[config.mk]
export PLATFORM = sky130hd
export DESIGN_NAME = multicycle_control_unit_flat
export DESIGN_NICKNAME = d
export VERILOG_FILES = /design/src/rtl/multicycle_control_unit_if.sv /design/src/rtl/multicycle_control_unit.sv /design/src/flat_wrapper.sv
export SDC_FILE = /design/constraint.sdc
export NUM_CORES = 1
export LEC_CHECK = 0
export ABC_AREA = 1
export BUFFER_PORTS_ARGS = -buffer_cell sky130_fd_sc_hd__buf_2
export CORE_MARGIN = 2
export CORE_UTILIZATION = 40
export DETAILED_ROUTE_END_ITERATION = 10
export PLACE_DENSITY = 0.77
export SETUP_SLACK_MARGIN = 0.5
export SLEW_MARGIN = 10
export SYNTH_ARGS = -nofsm -noshare
export SYNTH_HDL_FRONTEND = slang
export SYNTH_SLANG_ARGS = --single-unit
[constraint.sdc]
create_clock -name CLK -period 1.75 [get_ports CLK]
set_clock_uncertainty 0.15 [all_clocks]
set_input_delay 0.175 -clock CLK [delete_from_list [all_inputs] [get_ports CLK]]
set_output_delay 0.175 -clock CLK [all_outputs]
set_load 0.01 [all_outputs]
[src/rtl/multicycle_control_unit_if.sv]
// Control-unit bus: instruction/status inputs from the datapath and every
// datapath enable/select driven back by the control FSM.
// Handshake: MemReady is a level from memory meaning "the access presented by
// the current strobes completes at the next rising CLK edge". The control unit
// holds MemRead/MemWrite/IorD steady until it sees MemReady=1, then moves on.
interface multicycle_control_unit_if #(
   parameter int INSTR_W = 16
);
   logic [INSTR_W-1:0] Instr;
   logic               Zero;
   logic               MemReady;

   logic               IRWrite;
   logic               PCWrite;
   logic               IorD;
   logic               MemRead;
   logic               MemWrite;
   logic               RegWrite;
   logic [1:0]         RegDst;
   logic [1:0]         MemtoReg;
   logic               ALUSrcA;
   logic [1:0]         ALUSrcB;
   logic [2:0]         ALUOp;
   logic [1:0]         PCSource;
   logic [3:0]         State;
   logic               Illegal;
   logic               Halted;
   logic               MemTimeout;

   // Datapath side: supplies instruction and status, consumes controls.
   modport master (
      output Instr, Zero, MemReady,
      input  IRWrite, PCWrite, IorD, MemRead, MemWrite, RegWrite, RegDst,
             MemtoReg, ALUSrcA, ALUSrcB, ALUOp, PCSource, State, Illegal,
             Halted, MemTimeout
   );

   // Control-unit side.
   modport slave (
      input  Instr, Zero, MemReady,
      output IRWrite, PCWrite, IorD, MemRead, MemWrite, RegWrite, RegDst,
             MemtoReg, ALUSrcA, ALUSrcB, ALUOp, PCSource, State, Illegal,
             Halted, MemTimeout
   );
endinterface

[src/rtl/multicycle_control_unit.sv]
// Multicycle control FSM. Decodes Instr[15:12] and sequences fetch, decode,
// execute, memory and writeback. Memory states wait on MemReady, guarded by
// a watchdog that halts the machine if memory never answers.
module multicycle_control_unit #(
   parameter int INSTR_W    = 16,
   parameter int WAIT_LIMIT = 15
) (
   input  logic                          CLK,
   input  logic                          Reset,
   multicycle_control_unit_if.slave      bus
);

   typedef enum logic [3:0] {
      FETCH  = 4'd0,
      DECODE = 4'd1,
      EXEC_R = 4'd2,
      EXEC_I = 4'd3,
      ADDR   = 4'd4,
      MEM_RD = 4'd5,
      MEM_WB = 4'd6,
      MEM_WR = 4'd7,
      ALU_WB = 4'd8,
      BRANCH = 4'd9,
      JUMP   = 4'd10,
      HALT   = 4'd11
   } state_t;

   // Last waiting cycle before the watchdog fires.
   localparam logic [3:0] WAIT_LAST = 4'(WAIT_LIMIT - 1);

   state_t     state;
   state_t     nextState;
   logic [3:0] waitCnt;
   logic       memTimeoutQ;

   logic [3:0] opcode;
   logic       memState;
   logic       waiting;
   logic       expire;
   logic       unusedInstrBits;

   assign opcode          = bus.Instr[INSTR_W-1 -: 4];
   assign unusedInstrBits = ^bus.Instr[INSTR_W-5:0];

   // A memory-facing state stalls while memory has not answered.
   assign memState = (state == FETCH) || (state == MEM_RD) || (state == MEM_WR);
   assign waiting  = memState && !bus.MemReady;
   // MemReady arriving on the last allowed cycle wins, since waiting is then 0.
   assign expire   = waiting && (waitCnt == WAIT_LAST);

   // State register, watchdog counter and sticky timeout flag.
   always_ff @(posedge CLK or posedge Reset) begin
      if (Reset) begin
         state       <= FETCH;
         waitCnt     <= 4'd0;
         memTimeoutQ <= 1'b0;
      end else begin
         state <= nextState;
         if (waiting && !expire) begin
            waitCnt <= waitCnt + 4'd1;
         end else begin
            waitCnt <= 4'd0;
         end
         if (expire) begin
            memTimeoutQ <= 1'b1;
         end
      end
   end

   // Next-state decode; a watchdog expiry diverts any memory wait to HALT.
   always_comb begin
      nextState = state;
      case (state)
         FETCH: begin
            if (bus.MemReady)  nextState = DECODE;
            else if (expire)   nextState = HALT;
         end
         DECODE: begin
            case (opcode)
               4'h0, 4'h1, 4'h2, 4'h3: nextState = EXEC_R;
               4'h4, 4'hC:             nextState = EXEC_I;
               4'h5, 4'h6:             nextState = ADDR;
               4'h7, 4'h8:             nextState = BRANCH;
               4'h9, 4'hA, 4'hB:       nextState = JUMP;
               4'hF:                   nextState = HALT;
               default:                nextState = FETCH;
            endcase
         end
         EXEC_R: nextState = ALU_WB;
         EXEC_I: nextState = ALU_WB;
         ALU_WB: nextState = FETCH;
         ADDR:   nextState = (opcode == 4'h5) ? MEM_RD : MEM_WR;
         MEM_RD: begin
            if (bus.MemReady)  nextState = MEM_WB;
            else if (expire)   nextState = HALT;
         end
         MEM_WB: nextState = FETCH;
         MEM_WR: begin
            if (bus.MemReady)  nextState = FETCH;
            else if (expire)   nextState = HALT;
         end
         BRANCH: nextState = FETCH;
         JUMP:   nextState = FETCH;
         HALT:   nextState = HALT;
         default: nextState = FETCH;
      endcase
   end

   // Datapath controls from the current state; all forced low during Reset
   // so an aborted instruction can never complete a write.
   always_comb begin
      bus.IRWrite  = 1'b0;
      bus.PCWrite  = 1'b0;
      bus.IorD     = 1'b0;
      bus.MemRead  = 1'b0;
      bus.MemWrite = 1'b0;
      bus.RegWrite = 1'b0;
      bus.RegDst   = 2'b00;
      bus.MemtoReg = 2'b00;
      bus.ALUSrcA  = 1'b0;
      bus.ALUSrcB  = 2'b00;
      bus.ALUOp    = 3'b000;
      bus.PCSource = 2'b00;
      bus.Illegal  = 1'b0;
      bus.Halted   = 1'b0;
      if (!Reset) begin
         case (state)
            FETCH: begin
               // PC+2 is computed alongside the read; both commit on MemReady.
               bus.MemRead = 1'b1;
               bus.ALUSrcB = 2'b01;
               bus.IRWrite = bus.MemReady;
               bus.PCWrite = bus.MemReady;
            end
            DECODE: begin
               // Branch target precomputed into ALUOut.
               bus.ALUSrcB = 2'b11;
               case (opcode)
                  4'hD, 4'hE: bus.Illegal = 1'b1;
                  default:    bus.Illegal = 1'b0;
               endcase
            end
            EXEC_R: begin
               bus.ALUSrcA = 1'b1;
               bus.ALUOp   = {1'b0, opcode[1:0]};
            end
            EXEC_I: begin
               bus.ALUSrcA = 1'b1;
               bus.ALUSrcB = 2'b10;
               bus.ALUOp   = (opcode == 4'hC) ? 3'b100 : 3'b000;
            end
            ALU_WB: begin
               bus.RegWrite = 1'b1;
               bus.RegDst   = (opcode[3:2] == 2'b00) ? 2'b01 : 2'b00;
            end
            ADDR: begin
               bus.ALUSrcA = 1'b1;
               bus.ALUSrcB = 2'b10;
            end
            MEM_RD: begin
               bus.MemRead = 1'b1;
               bus.IorD    = 1'b1;
            end
            MEM_WB: begin
               bus.RegWrite = 1'b1;
               bus.MemtoReg = 2'b01;
            end
            MEM_WR: begin
               bus.MemWrite = 1'b1;
               bus.IorD     = 1'b1;
            end
            BRANCH: begin
               bus.ALUSrcA  = 1'b1;
               bus.ALUOp    = 3'b001;
               bus.PCSource = 2'b01;
               bus.PCWrite  = ((opcode == 4'h7) &&  bus.Zero) ||
                              ((opcode == 4'h8) && !bus.Zero);
            end
            JUMP: begin
               bus.PCWrite  = 1'b1;
               bus.PCSource = (opcode == 4'hB) ? 2'b11 : 2'b10;
               if (opcode == 4'hA) begin
                  // jal links the already-incremented PC.
                  bus.RegWrite = 1'b1;
                  bus.RegDst   = 2'b10;
                  bus.MemtoReg = 2'b10;
               end
            end
            HALT: bus.Halted = 1'b1;
            default: ;
         endcase
      end
   end

   assign bus.State      = state;
   assign bus.MemTimeout = memTimeoutQ;

endmodule

[src/flat_wrapper.sv]
// flat-port wrapper written by rule: the top's interface ports become plain ports
module multicycle_control_unit_flat 
#(
   parameter int INSTR_W    = 16,
   parameter int WAIT_LIMIT = 15
)
  (CLK, Reset, bus_Instr, bus_Zero, bus_MemReady, bus_IRWrite, bus_PCWrite, bus_IorD, bus_MemRead, bus_MemWrite, bus_RegWrite, bus_RegDst, bus_MemtoReg, bus_ALUSrcA, bus_ALUSrcB, bus_ALUOp, bus_PCSource, bus_State, bus_Illegal, bus_Halted, bus_MemTimeout);
  multicycle_control_unit_if #(.INSTR_W(INSTR_W)) bus_i ();
  input  logic CLK;
  input  logic Reset;
  input wire logic [$bits(bus_i.Instr)-1:0] bus_Instr;
  input wire logic [$bits(bus_i.Zero)-1:0] bus_Zero;
  input wire logic [$bits(bus_i.MemReady)-1:0] bus_MemReady;
  output wire logic [$bits(bus_i.IRWrite)-1:0] bus_IRWrite;
  output wire logic [$bits(bus_i.PCWrite)-1:0] bus_PCWrite;
  output wire logic [$bits(bus_i.IorD)-1:0] bus_IorD;
  output wire logic [$bits(bus_i.MemRead)-1:0] bus_MemRead;
  output wire logic [$bits(bus_i.MemWrite)-1:0] bus_MemWrite;
  output wire logic [$bits(bus_i.RegWrite)-1:0] bus_RegWrite;
  output wire logic [$bits(bus_i.RegDst)-1:0] bus_RegDst;
  output wire logic [$bits(bus_i.MemtoReg)-1:0] bus_MemtoReg;
  output wire logic [$bits(bus_i.ALUSrcA)-1:0] bus_ALUSrcA;
  output wire logic [$bits(bus_i.ALUSrcB)-1:0] bus_ALUSrcB;
  output wire logic [$bits(bus_i.ALUOp)-1:0] bus_ALUOp;
  output wire logic [$bits(bus_i.PCSource)-1:0] bus_PCSource;
  output wire logic [$bits(bus_i.State)-1:0] bus_State;
  output wire logic [$bits(bus_i.Illegal)-1:0] bus_Illegal;
  output wire logic [$bits(bus_i.Halted)-1:0] bus_Halted;
  output wire logic [$bits(bus_i.MemTimeout)-1:0] bus_MemTimeout;
  assign bus_i.Instr = bus_Instr;
  assign bus_i.Zero = bus_Zero;
  assign bus_i.MemReady = bus_MemReady;
  assign bus_IRWrite = bus_i.IRWrite;
  assign bus_PCWrite = bus_i.PCWrite;
  assign bus_IorD = bus_i.IorD;
  assign bus_MemRead = bus_i.MemRead;
  assign bus_MemWrite = bus_i.MemWrite;
  assign bus_RegWrite = bus_i.RegWrite;
  assign bus_RegDst = bus_i.RegDst;
  assign bus_MemtoReg = bus_i.MemtoReg;
  assign bus_ALUSrcA = bus_i.ALUSrcA;
  assign bus_ALUSrcB = bus_i.ALUSrcB;
  assign bus_ALUOp = bus_i.ALUOp;
  assign bus_PCSource = bus_i.PCSource;
  assign bus_State = bus_i.State;
  assign bus_Illegal = bus_i.Illegal;
  assign bus_Halted = bus_i.Halted;
  assign bus_MemTimeout = bus_i.MemTimeout;
  multicycle_control_unit #(.INSTR_W(INSTR_W), .WAIT_LIMIT(WAIT_LIMIT)) u_core (.CLK(CLK), .Reset(Reset), .bus(bus_i));
endmodule
* Word level (Yosys, flattened, before mapping) *
Memories as Yosys holds them, arrays and structs flattened.
Index checks and enable logic that the tools add are counted.

cells by class
  magnitude comparators = 0
  add/sub/neg operators = 1
  shift operators = 0
  equal/unequal tests = 20
  reduce and logical (&&, ||, !) cells = 20
  multiplexer cells = 41
  bitwise gates (word level) = 0
  divide/modulo/power cells = 0
  multiply operators = 0

operators by type and width
  cell                                                             number
  4-bit == test, second input constant                             11
  4-bit case mux with 7 select lines                               1
  4-bit by 3-bit == test with 1-bit output, second input constant  6
  1-bit two-way mux                                                20
  4-bit two-way mux                                                5
  2-bit two-way mux                                                6
  2-bit case mux with 2 select lines                               3
  2-bit OR reduction                                               6
  3-bit case mux with 3 select lines                               1
  4-bit by 2-bit == test with 1-bit output, second input constant  2
  3-bit two-way mux                                                2
  2-bit case mux with 3 select lines                               1
  1-bit logical AND                                                5
  4-bit by 1-bit adder with 4-bit output, second input constant    1
  4-bit by 1-bit == test with 1-bit output, second input constant  1
  4-bit logical NOT                                                1
  4-bit OR reduction                                               1
  1-bit logical NOT                                                3
  1-bit logical OR                                                 3
  1-bit case mux with 3 select lines                               1
  2-bit logical NOT                                                1
  1-bit case mux with 2 select lines                               1

word-level totals
  RAM bits = 0
  bits in registers = 9
  output and inout port bits = 25
  memories kept = 1
  input port bits = 20
  memory bits (read-only) = 64
  bits in latches = 0
  word-level logic and storage cells = 86

memory list
  memory            depth  bits a word  read ports  clocked after Yosys merged registers in  wr ports  line                           RTL
  (name not given)  16     4            1           0                                        0         multicycle_control_unit.sv:79  case (opcode)

* Longest topological paths before layout *
Gate-level depths: netlist (run 1).

  depth after elaboration = 8
  gate-level depth with buffers = 9
  depth with buffers taken out = 9

* Worst setup path after synthesis (run 1) *
OpenSTA, ideal clock, no wires.

  kind = register -> output
  start = register u_core.state[3], in the netlist u_core.bus.State[3]
  end = output port bus_PCWrite
  arrival time = 1.215 ns
  stages on the path, launching flop included = 6
  slack = 0.210 ns
  cell sequence = dfrtp_1 > nor2_1 > nand2_2 > nor3_1 > nor2_1 > nand2_1

between the ends
  longest elaborated chain between the ends = 3
  elaborated cells between the ends (all ways) = 5
  classes of those cells = eq/ne: 2; mux: 2; reduce/logical: 1

RTL lines
  item                                                line                            RTL
  start: declaration                                  multicycle_control_unit.sv:31   state_t state;
  start signal: assignment                            multicycle_control_unit.sv:58   state <= nextState;
  4-bit == test or 4-bit logical NOT (tied branches)  multicycle_control_unit.sv:127  case (state)
  1-bit case mux with 3 select lines *                multicycle_control_unit.sv:127
  1-bit two-way mux *                                 multicycle_control_unit.sv:126  if (!Reset) begin
  end: declaration                                    flat_wrapper.sv:15              output wire logic [$bits(bus_i.PCWrite)-1:0] bus_PCWrite;

Mark *: on every way between the ends. The rest lies on a longest branch, timed or not.

* Final worst setup path (run 1) *
Same ends and word-level chain as after synthesis.

==> results of run 1 <==
-- state kept, by name (all words and copies together), names as in the netlist --
register,cells
u_core.waitCnt,4
u_core.bus.State,4
u_core.bus.MemTimeout,1
-- Yosys cell counts, types with 2 or more instances --
cell type,n
nand2_1,33
nor2_1,24
inv_1,21
nand3_1,15
dfrtp_1,9
ha_1,6
a21oi_1,5
nor3_1,5
nand4_1,3
a31oi_1,2
buf_2,2
nor2_2,2
o21ai_0,2
-- through the flow --
step           utilization, %  cell area (um^2)  std cells  worst slack [ps]
2_1_floorplan               -               991        140               376
3_3_place_gp             59.1              1180        198               216
3_5_place_dp             59.1              1180        198               174
4_1_cts                  71.1              1420        218              7.29
5_1_grt                  79.2              1590        224              -116
6_report                 79.2              1590        224             -72.9
-- layout by cell type (no fill, tap or decap), drive strengths merged, types with 2 or more instances in the layout --
| cell | Yosys | final |
|---|---|---|
| a21oi | 5 | 5 |
| clkbuf | 1 | 4 |
| nor3 | 5 | 5 |
| nand3 | 16 | 16 |
| nand2 | 34 | 34 |
| o21ai | 2 | 2 |
| nand4 | 3 | 3 |
| dfrtp | 9 | 9 |
| ha | 6 | 6 |
| inv | 21 | 20 |
| buf | 2 | 55 |
| nor2 | 26 | 26 |
| a31oi | 2 | 2 |
-- power groups by stage --
stage | logic (mW) | registers [mW] | clock network (mW)
2_1_floorplan | 0.578 | 0.385 | 0
3_3_place_gp | 0.807 | 0.378 | 0
3_5_place_dp | 0.829 | 0.383 | 0
4_1_cts | 1.19 | 0.376 | 0.165
5_1_grt | 1.68 | 0.413 | 0.180
6_report | 1.58 | 0.409 | 0.169
-- timing repair --
| action | 4_1_cts | 5_1_grt |
|---|---|---|
| gates resized for setup | 24 | 29 |
| hold endpoints to repair | 9 | 0 |
| endpoints found under the setup margin | 29 | 33 |
| pin swaps | 7 | 7 |
| buffers inserted | 15 | 6 |
| hold buffers | 1 | 0 |
-- routing by layer --
layer | part of all wire (%) | global-route usage, %
met5 | 0 | 0
met4 | 4.9 | 12.6
met3 | 7.5 | 4.46
met2 | 49 | 44.1
met1 | 38 | 30.3
-- cell type report --
type                    count  area [um^2]
multi-input cells         107          828
fillers                   126          417
repair buffers             56          374
flip-flops and latches      9          230
inverters                  21         92.6
well taps                  27         33.8
clock buffers               4         26.3
-- worst max-delay path by stage --
| stage | start | end | slack [ps] | depth (start not counted) |
|---|---|---|---|---|
| finish | u_core.bus.State[3]$_DFF_PP0_ | bus_PCWrite | -70 | 7 |
| global route | u_core.bus.State[2]$_DFF_PP0_ | bus_RegWrite | -120 | 6 |
| CTS | u_core.bus.State[3]$_DFF_PP0_ | bus_ALUSrcA | 7 | 5 |
| detailed placement | u_core.bus.State[1]$_DFF_PP0_ | bus_PCWrite | 170 | 8 |
| global placement | u_core.bus.State[1]$_DFF_PP0_ | bus_PCWrite | 220 | 8 |
| floorplan | u_core.bus.State[2]$_DFF_PP0_ | bus_PCWrite | 380 | 5 |
-- kinds of logic (layout without fill, tap and decap cells) --
kind of cell,Yosys count,after routing,share of synthesized area (%)
and+or+nand+nor,87,87,44.7
buffers and inverters,24,81,10.7
AOI/OAI and AO/OA,12,12,8.07
DFF,9,9,25.9
adders and majority gates,6,6,8.65
xor gates and xnor gates,2,2,2.02
-- worst max-delay path, stage by stage (launching register included) --
cell and delay (ps):
dfrtp_2 440, inv_4 90, nor2_4 200, nand3_4 120
a21oi_2 110, nand2_1 70, nand2_1 70, buf_2 130
==> impl_metrics.py, run 1 <==
metrics = {
    "final_layout": {
        "area_growth_pct": 82.6,
        "drive_gt1_share_pct": 57.9,
        "fin_nets": 224,
        "num_antenna_cells": 0,
    },
    "global_route": {
        "track_usage_pct": 25.5,
        "grt_max_degree": 16,
        "grt_antenna_before_repair": 0,
        "grt_pass1_wl_um": 5000,
        "grt_pass1_vias": 1115,
        "globalRouteOverflowTotal": 0,
    },
    "setup_path": {
        "crit_path_start_kind": "register",
        "r2r-end": "u_core.bus.State[0]$_DFF_PP0_",
        "reg2reg_depth": 7,
        "critPathMaxFanout": 5,
        "r2r_slack_ps": 200,
        "rr_startpoint": "u_core.bus.State[1]$_DFF_PP0_",
        "arrival_ps": 1500,
        "crit_required_ps": 1420,
        "criticalPathCategory": "register to primary output",
        "crit_path_end_kind": "primary output",
    },
    "min_path": {
        "hp-start": "bus_MemReady",
        "min_path_cells": 4,
        "hold_end": "u_core.bus.State[0]$_DFF_PP0_",
        "hp-class": "input port to register",
    },
    "sta": {
        "whs_ps": 165,
        "rsz0062_at_grt": "true",
        "finalCritPeriodShare_pct": 104,
        "max_freq_mhz": 549,
        "final_max_slew_viol_count": 0,
        "relSlewSlack_pct": 72.9,
        "post-route-min-period_ps": 1820,
        "setup_ws_ps": -72.9,
        "finalSetupViolations": 10,
        "fin_tns_setup_ps": -377,
        "hold_violations": 0,
        "tightest_slew_ps": 406,
    },
    "power": {
        "pwr-share-clk_pct": 7.8,
        "p_comb_share_pct": 73.3,
        "p_seq_share_pct": 18.9,
        "intPower_mw": 1.03,
        "p_sw_mw": 1.13,
        "p_total_mw": 2.16,
        "swShare_pct": 52.4,
        "vdd_drop_max_mv": 0.756,
        "leakagePower_nw": 0.825,
        "powerDensity_nw_per_um2": 1360,
    },
    "floorplan": {
        "die_h_um": 50.6,
        "num_rows": 16,
        "die-area_um2": 2560,
        "initial_core_util_pct": 43.4,
        "core_um2": 2000,
        "ios": 45,
        "fp.dieW_um": 50.6,
    },
    "yosys": {
        "syn_inst": 140,
        "synthTopCellsByArea": "dfrtp_1 26%, nand2_1 14%, nor2_1 10%",
        "synth.avg_cell_area_um2": 6.20,
        "yosys.area.top_type": "dfrtp_1",
        "syn-cell-area_um2": 868,
        "synth_top_cell_area_share_pct": 25.9,
        "async_flop_share_pct": 100,
        "ys_warn_count": 0,
        "synth.net_count": 166,
        "synth_edf_count": 0,
        "ys_seq_area_share_pct": 25.9,
        "ys_ff_latch": 9,
        "synth_cell_types": 24,
        "synthFlopType": "dfrtp_1",
    },
    "clock_network": {
        "cts_tree": "done",
        "cts_buffers": 3,
        "cts_sinks": 9,
        "clkLatencyLatePin_ps": 270,
        "clk_pin_slew_ps": 70,
        "clock_tree.root_cell": "clkbuf_4",
        "clk_path_buf_depth": 2,
        "cts-htree-levels": 1,
    },
    "status": {
        "violations": "negative setup slack",
        "status": "finished, violations left",
    },
    "placed_design": {
        "port_buffers": 32,
        "dp_hpwl_um": 2010,
        "gp_congestion": 0.915,
    },
    "job": {
        "max_cap_violations": 0,
    },
    "detailed_routing": {
        "antenna_left": 0,
        "dr.pass1.iters": 5,
        "viasPerCell": 5.71,
        "drc": 0,
        "post_drt_wl_per_cell_um": 16.8,
        "via_count": 1280,
        "wirelength_um": 3760,
        "drt_iter0_markers": 47,
    },
}
Note: power is estimated with default switching activity, not from simulation.
==> inputs of run 2 (changes only) <==
- CORE_UTILIZATION: 40 -> 44
- PLACE_DENSITY: 0.77 -> 0.83
==> impl_metrics.py, run 2 (synthesized netlist as in run 1, its figures left out) <==
metrics = {
    "clock_network": {
        "clock_tree.root_cell": "clkbuf_4",
        "cts_buffers": 3,
        "cts-htree-levels": 1,
        "cts_tree": "done",
        "clkLatencyLatePin_ps": 270,
        "clk_path_buf_depth": 2,
        "cts_sinks": 9,
        "clk_pin_slew_ps": 70,
    },
    "sta": {
        "tightest_slew_ps": 432,
        "hold_violations": 0,
        "finalCritPeriodShare_pct": 108,
        "final_max_slew_viol_count": 0,
        "setup_ws_ps": -132,
        "fin_tns_setup_ps": -1030,
        "post-route-min-period_ps": 1880,
        "rsz0062_at_grt": "true",
        "finalSetupViolations": 15,
        "relSlewSlack_pct": 71.2,
        "max_freq_mhz": 531,
    },
    "global_route": {
        "grt_antenna_before_repair": 0,
        "top_usage_layer": "met2",
        "globalRouteOverflowTotal": 0,
        "grt_pass1_vias": 1138,
        "use_met2_pct": 49.3,
        "grtUsageMet1_pct": 31.6,
        "grt_pass1_wl_um": 5130,
        "grt.met3_usage_pct": 5.56,
        "track_usage_pct": 28.2,
        "grt_max_degree": 12,
    },
    "setup_path": {
        "crit_end": "bus_PCWrite",
        "cpMaxStageDelayCell": "dfrtp_2",
        "crit_buf_inv": 3,
        "crit_top_cell": "nand2_1",
        "worstSetupStartpoint": "u_core.bus.State[1]$_DFF_PP0_",
        "cp_top_family": "flip-flops",
        "crit_path_end_kind": "primary output",
        "critPathMaxFanout": 6,
        "crit_required_ps": 1420,
        "path_depth": 8,
        "r2r-end": "u_core.bus.State[3]$_DFF_PP0_",
        "path_cells": "inv_2 > nand2_4 > inv_4 > nand3_4 > a21oi_2 > nand2_1 > nand2_1 > buf_2",
        "slowest_delay_ps": 500,
        "r2r_slack_ps": 140,
        "rr_startpoint": "u_core.bus.State[0]$_DFF_PP0_",
        "reg2reg_depth": 7,
        "crit_path_start_kind": "register",
        "criticalPathCategory": "register to primary output",
        "arrival_ps": 1560,
    },
    "detailed_routing": {
        "via_count": 1302,
        "viasPerCell": 5.95,
        "dr.pass1.iters": 4,
        "antenna_left": 0,
        "drc": 0,
        "post_drt_wl_per_cell_um": 18.7,
        "wirelength_um": 4100,
        "drt_iter0_markers": 86,
    },
    "floorplan": {
        "die_h_um": 48.4,
        "num_rows": 16,
        "fp.dieW_um": 48.4,
        "ios": 45,
        "die-area_um2": 2340,
        "initial_core_util_pct": 45.7,
        "core_um2": 1900,
    },
    "power": {
        "p_sw_mw": 1.18,
        "pwr-share-clk_pct": 7.8,
        "p_comb_share_pct": 72.2,
        "swShare_pct": 54.0,
        "vdd_drop_max_mv": 0.836,
        "p_seq_share_pct": 20.0,
        "intPower_mw": 1.00,
        "powerDensity_nw_per_um2": 1390,
        "p_total_mw": 2.18,
        "leakagePower_nw": 0.792,
    },
    "placed_design": {
        "place_area_um2": 1170,
        "dp_hpwl_um": 2000,
        "pre_cts_ws_ps": 176,
        "gp_congestion": 0.918,
        "port_buffers": 32,
    },
    "final_layout": {
        "num_antenna_cells": 0,
        "seqCellArea_um2": 230,
        "fin_util_pct": 82.6,
        "fillCellCount": 108,
        "fin_area_um2": 1570,
        "layout_common_cells": "30 x buf_2, 23 x nand2_1, 14 x nor2_1, 14 x buf_4, 12 x inv_1",
        "fin_nets": 219,
        "area_growth_pct": 80.8,
        "layout_commonest_cell": "buf_2",
        "drive_gt1_share_pct": 55.7,
        "multi_input_area_um2": 846,
    },
    "status": {
        "status": "finished, violations left",
        "violations": "negative setup slack",
    },
    "job": {
        "max_cap_violations": 0,
    },
    "min_path": {
        "hp-class": "input port to register",
    },
}
==> run 2: final cells by class <==
class,instances,share of cell area [%]
tap,27,2.15
sequential,9,14.7
inverter,21,5.90
timing repair buffer,51,21.8
clock buffer,4,1.67
multi-input combinational,107,53.9
==> run 2: how the worst min path moves through the flow <==
stage	cells after the start	slack [ps]	from	endpoint
after floorplan	2	50	Reset	u_core.bus.MemTimeout$_DFFE_PP0P_
after global placement	2	50	Reset	u_core.waitCnt[3]$_DFF_PP0_
after detailed placement	2	50	Reset	u_core.waitCnt[3]$_DFF_PP0_
after CTS	4	100	bus_MemReady	u_core.bus.State[0]$_DFF_PP0_
after global routing	4	130	bus_MemReady	u_core.bus.State[0]$_DFF_PP0_
final	4	130	bus_MemReady	u_core.bus.State[0]$_DFF_PP0_
==> run 2: power groups by stage <==
stage | logic [mW] | registers [mW] | clock network, mW
global route | 1.63 | 0.434 | 0.192
global placement | 0.803 | 0.377 | 0
finish | 1.57 | 0.435 | 0.170
floorplan | 0.578 | 0.385 | 0
detailed placement | 0.823 | 0.383 | 0
CTS | 1.05 | 0.375 | 0.167
==> run 2: per-stage QoR <==
step	hold WS, ps	instances
3_3_place_gp	47.1	197
4_1_cts	98.1	213
2_1_floorplan	48.3	140
5_1_grt	126	219
3_5_place_dp	54.1	197
6_report	133	219
==> run 2: repair_timing <==
action / 4_1_cts / 5_1_grt
endpoints found under the setup margin: 29 / 32
resized for setup: 13 / 38
buffers inserted: 11 / 6
pin swaps: 6 / 13
hold buffers: 1 / 0
endpoints found under the hold margin: 9 / 0
==> run 2: worst min-delay path, stage by stage <==
cell      delay, ps
buf_2           110
a211oi_1         80
nor2_1          100
nand2_1          70
==> run 2: layer usage <==
layer  up-vias  wire [um]
met5         -          0
met4         0        302
met3        47        365
met2       120       1970
met1       583       1460
li1        552          -
==> inputs of run 3 (changes only) <==
- CORE_ASPECT_RATIO: not set -> 0.7
==> impl_metrics.py, run 3 (synthesized netlist as in run 1, its figures left out) <==
metrics = {
    "status": {
        "violations": "negative setup slack",
        "status": "finished, violations left",
    },
    "setup_path": {
        "criticalPathCategory": "register to primary output",
        "cpMaxStageDelayCell": "dfrtp_2",
        "cp_top_family": "simple AND/OR/NAND/NOR gates",
        "slowest_delay_ps": 470,
        "arrival_ps": 1480,
        "crit_required_ps": 1420,
        "crit_path_start_kind": "register",
        "crit_buf_inv": 2,
        "critPathMaxFanout": 6,
        "path_cells": "inv_2 > nand2_4 > nor2_4 > nand4_1 > nand3b_1 > buf_2",
        "crit_path_end_kind": "primary output",
    },
    "clock_network": {
        "clock_tree.root_cell": "clkbuf_4",
        "clk_path_buf_depth": 2,
        "cts_tree": "done",
        "clk_pin_slew_ps": 60,
        "cts_sinks": 9,
        "clkLatencyLatePin_ps": 260,
        "cts-htree-levels": 1,
        "cts_buffers": 3,
    },
    "global_route": {
        "globalRouteOverflowTotal": 0,
        "grt_max_degree": 10,
        "grt_pass1_vias": 930,
        "grt_antenna_before_repair": 0,
        "grt_pass1_wl_um": 4100,
        "track_usage_pct": 23.6,
    },
    "sta": {
        "finalSetupViolations": 6,
        "max_freq_mhz": 554,
        "post-route-min-period_ps": 1810,
        "hold_violations": 0,
        "rsz0062_at_grt": "true",
        "final_max_slew_viol_count": 0,
        "fin_tns_setup_ps": -159,
        "finalCritPeriodShare_pct": 103,
        "setup_ws_ps": -56.4,
        "relSlewSlack_pct": 70.0,
        "tightest_slew_ps": 448,
    },
    "floorplan": {
        "num_rows": 13,
        "fp.dieW_um": 57.1,
        "die_h_um": 41.2,
        "core_um2": 1850,
        "die-area_um2": 2350,
        "initial_core_util_pct": 46.8,
        "ios": 45,
    },
    "final_layout": {
        "layout_common_cells": "31 x buf_2, 26 x nand2_1, 16 x nor2_1, 13 x inv_1, 13 x nand3_1",
        "fin_util_pct": 75.6,
        "drive_gt1_share_pct": 48.9,
        "area_growth_pct": 61.5,
        "num_antenna_cells": 0,
        "fin_nets": 213,
        "seqCellArea_um2": 230,
        "multi_input_area_um2": 754,
        "fillCellCount": 137,
        "layout_commonest_cell": "buf_2",
    },
    "power": {
        "vdd_drop_max_mv": 1.30,
        "powerDensity_nw_per_um2": 1260,
        "leakagePower_nw": 0.750,
    },
    "detailed_routing": {
        "wirelength_um": 3000,
        "viasPerCell": 5.30,
        "dr.pass1.iters": 4,
        "via_count": 1103,
        "drt_iter0_markers": 46,
        "drc": 0,
        "antenna_left": 0,
        "post_drt_wl_per_cell_um": 14.4,
    },
    "placed_design": {
        "port_buffers": 32,
        "dp_hpwl_um": 2040,
        "gp_congestion": 0.917,
    },
    "job": {
        "max_cap_violations": 0,
    },
    "min_path": {
        "hp-class": "input port to register",
    },
}
==> run 3: changes by cell type in the layout (fill, tap and decap cells not counted), moves of 3 or more <==
cell,before,now
nor2_4,10,7
nand3_4,4,1
nand2_1,23,26
nand3_1,10,13
buf_4,14,10
==> run 3: report_power, final <==
part / internal [mW] / total [mW] / switching, mW / leakage [nW]
Combinational: 0.470 / 1.20 / 0.733 / 0.624
Clock: 0.0879 / 0.161 / 0.0733 / 0.0150
Sequential: 0.278 / 0.402 / 0.124 / 0.111
==> run 3: final cells by class <==
cell class | instances | area share, %
multi-input cells | 107 | 53.8
repair buffers | 45 | 19.5
flip-flops and latches | 9 | 16.4
inverters | 21 | 6.42
well taps | 22 | 1.96
clock buffers | 4 | 1.87
==> run 3: layer usage <==
| layer | GRT usage, % | wire [um] | up-vias | share of wire, % |
|---|---|---|---|---|
| met4 | 7.56 | 54 | 0 | 1.8 |
| met3 | 6.94 | 232 | 6 | 7.7 |
| met1 | 30.5 | 1360 | 502 | 45 |
| met2 | 39.1 | 1350 | 51 | 45 |
| met5 | 0 | 0 | - | 0 |
| li1 | - | - | 544 | - |
==> run 3: repair_timing <==
item / 4_1_cts / 5_1_grt
endpoints found under the setup margin: 29 / 31
hold endpoints to repair: 9 / 0
hold buffers: 1 / 0
setup buffers: 6 / 3
pin swaps: 3 / 2
gates resized for setup: 16 / 13
==> run 3: stage by stage <==
step	instances	worst slack (ps)	power [mW]	cell area [um^2]	hold slack, ps
CTS	205	-10.5	1.56	1330	91.3
floorplan	140	376	0.964	991	48.3
global route	208	-139	1.89	1400	139
finish	208	-56.4	1.77	1400	102
global placement	194	235	1.21	1180	-0.418
detailed placement	194	215	1.22	1180	7.76
==> run 3: final timing paths <==
| check | startpoint | to | slack [ps] | cells after the start |
|---|---|---|---|---|
| min reg2reg | u_core.bus.MemTimeout$_DFFE_PP0P_ | u_core.bus.MemTimeout$_DFFE_PP0P_ | 320 | 1 |
| min in group asynchronous | Reset | u_core.bus.MemTimeout$_DFFE_PP0P_ | 410 | 3 |
| min | bus_MemReady | u_core.bus.State[0]$_DFF_PP0_ | 100 | 4 |
| max reg2reg | u_core.bus.State[0]$_DFF_PP0_ | u_core.bus.MemTimeout$_DFFE_PP0P_ | 190 | 7 |
| max | u_core.bus.State[0]$_DFF_PP0_ | bus_RegWrite | -60 | 6 |
| max in group asynchronous | Reset | u_core.bus.State[1]$_DFF_PP0_ | 710 | 3 |
==> run 3: tightest hold or removal path, stage by stage <==
cell	delay, ps
buf_2	100
a211oi_1	70
nor2_1	80
nand2_1	50
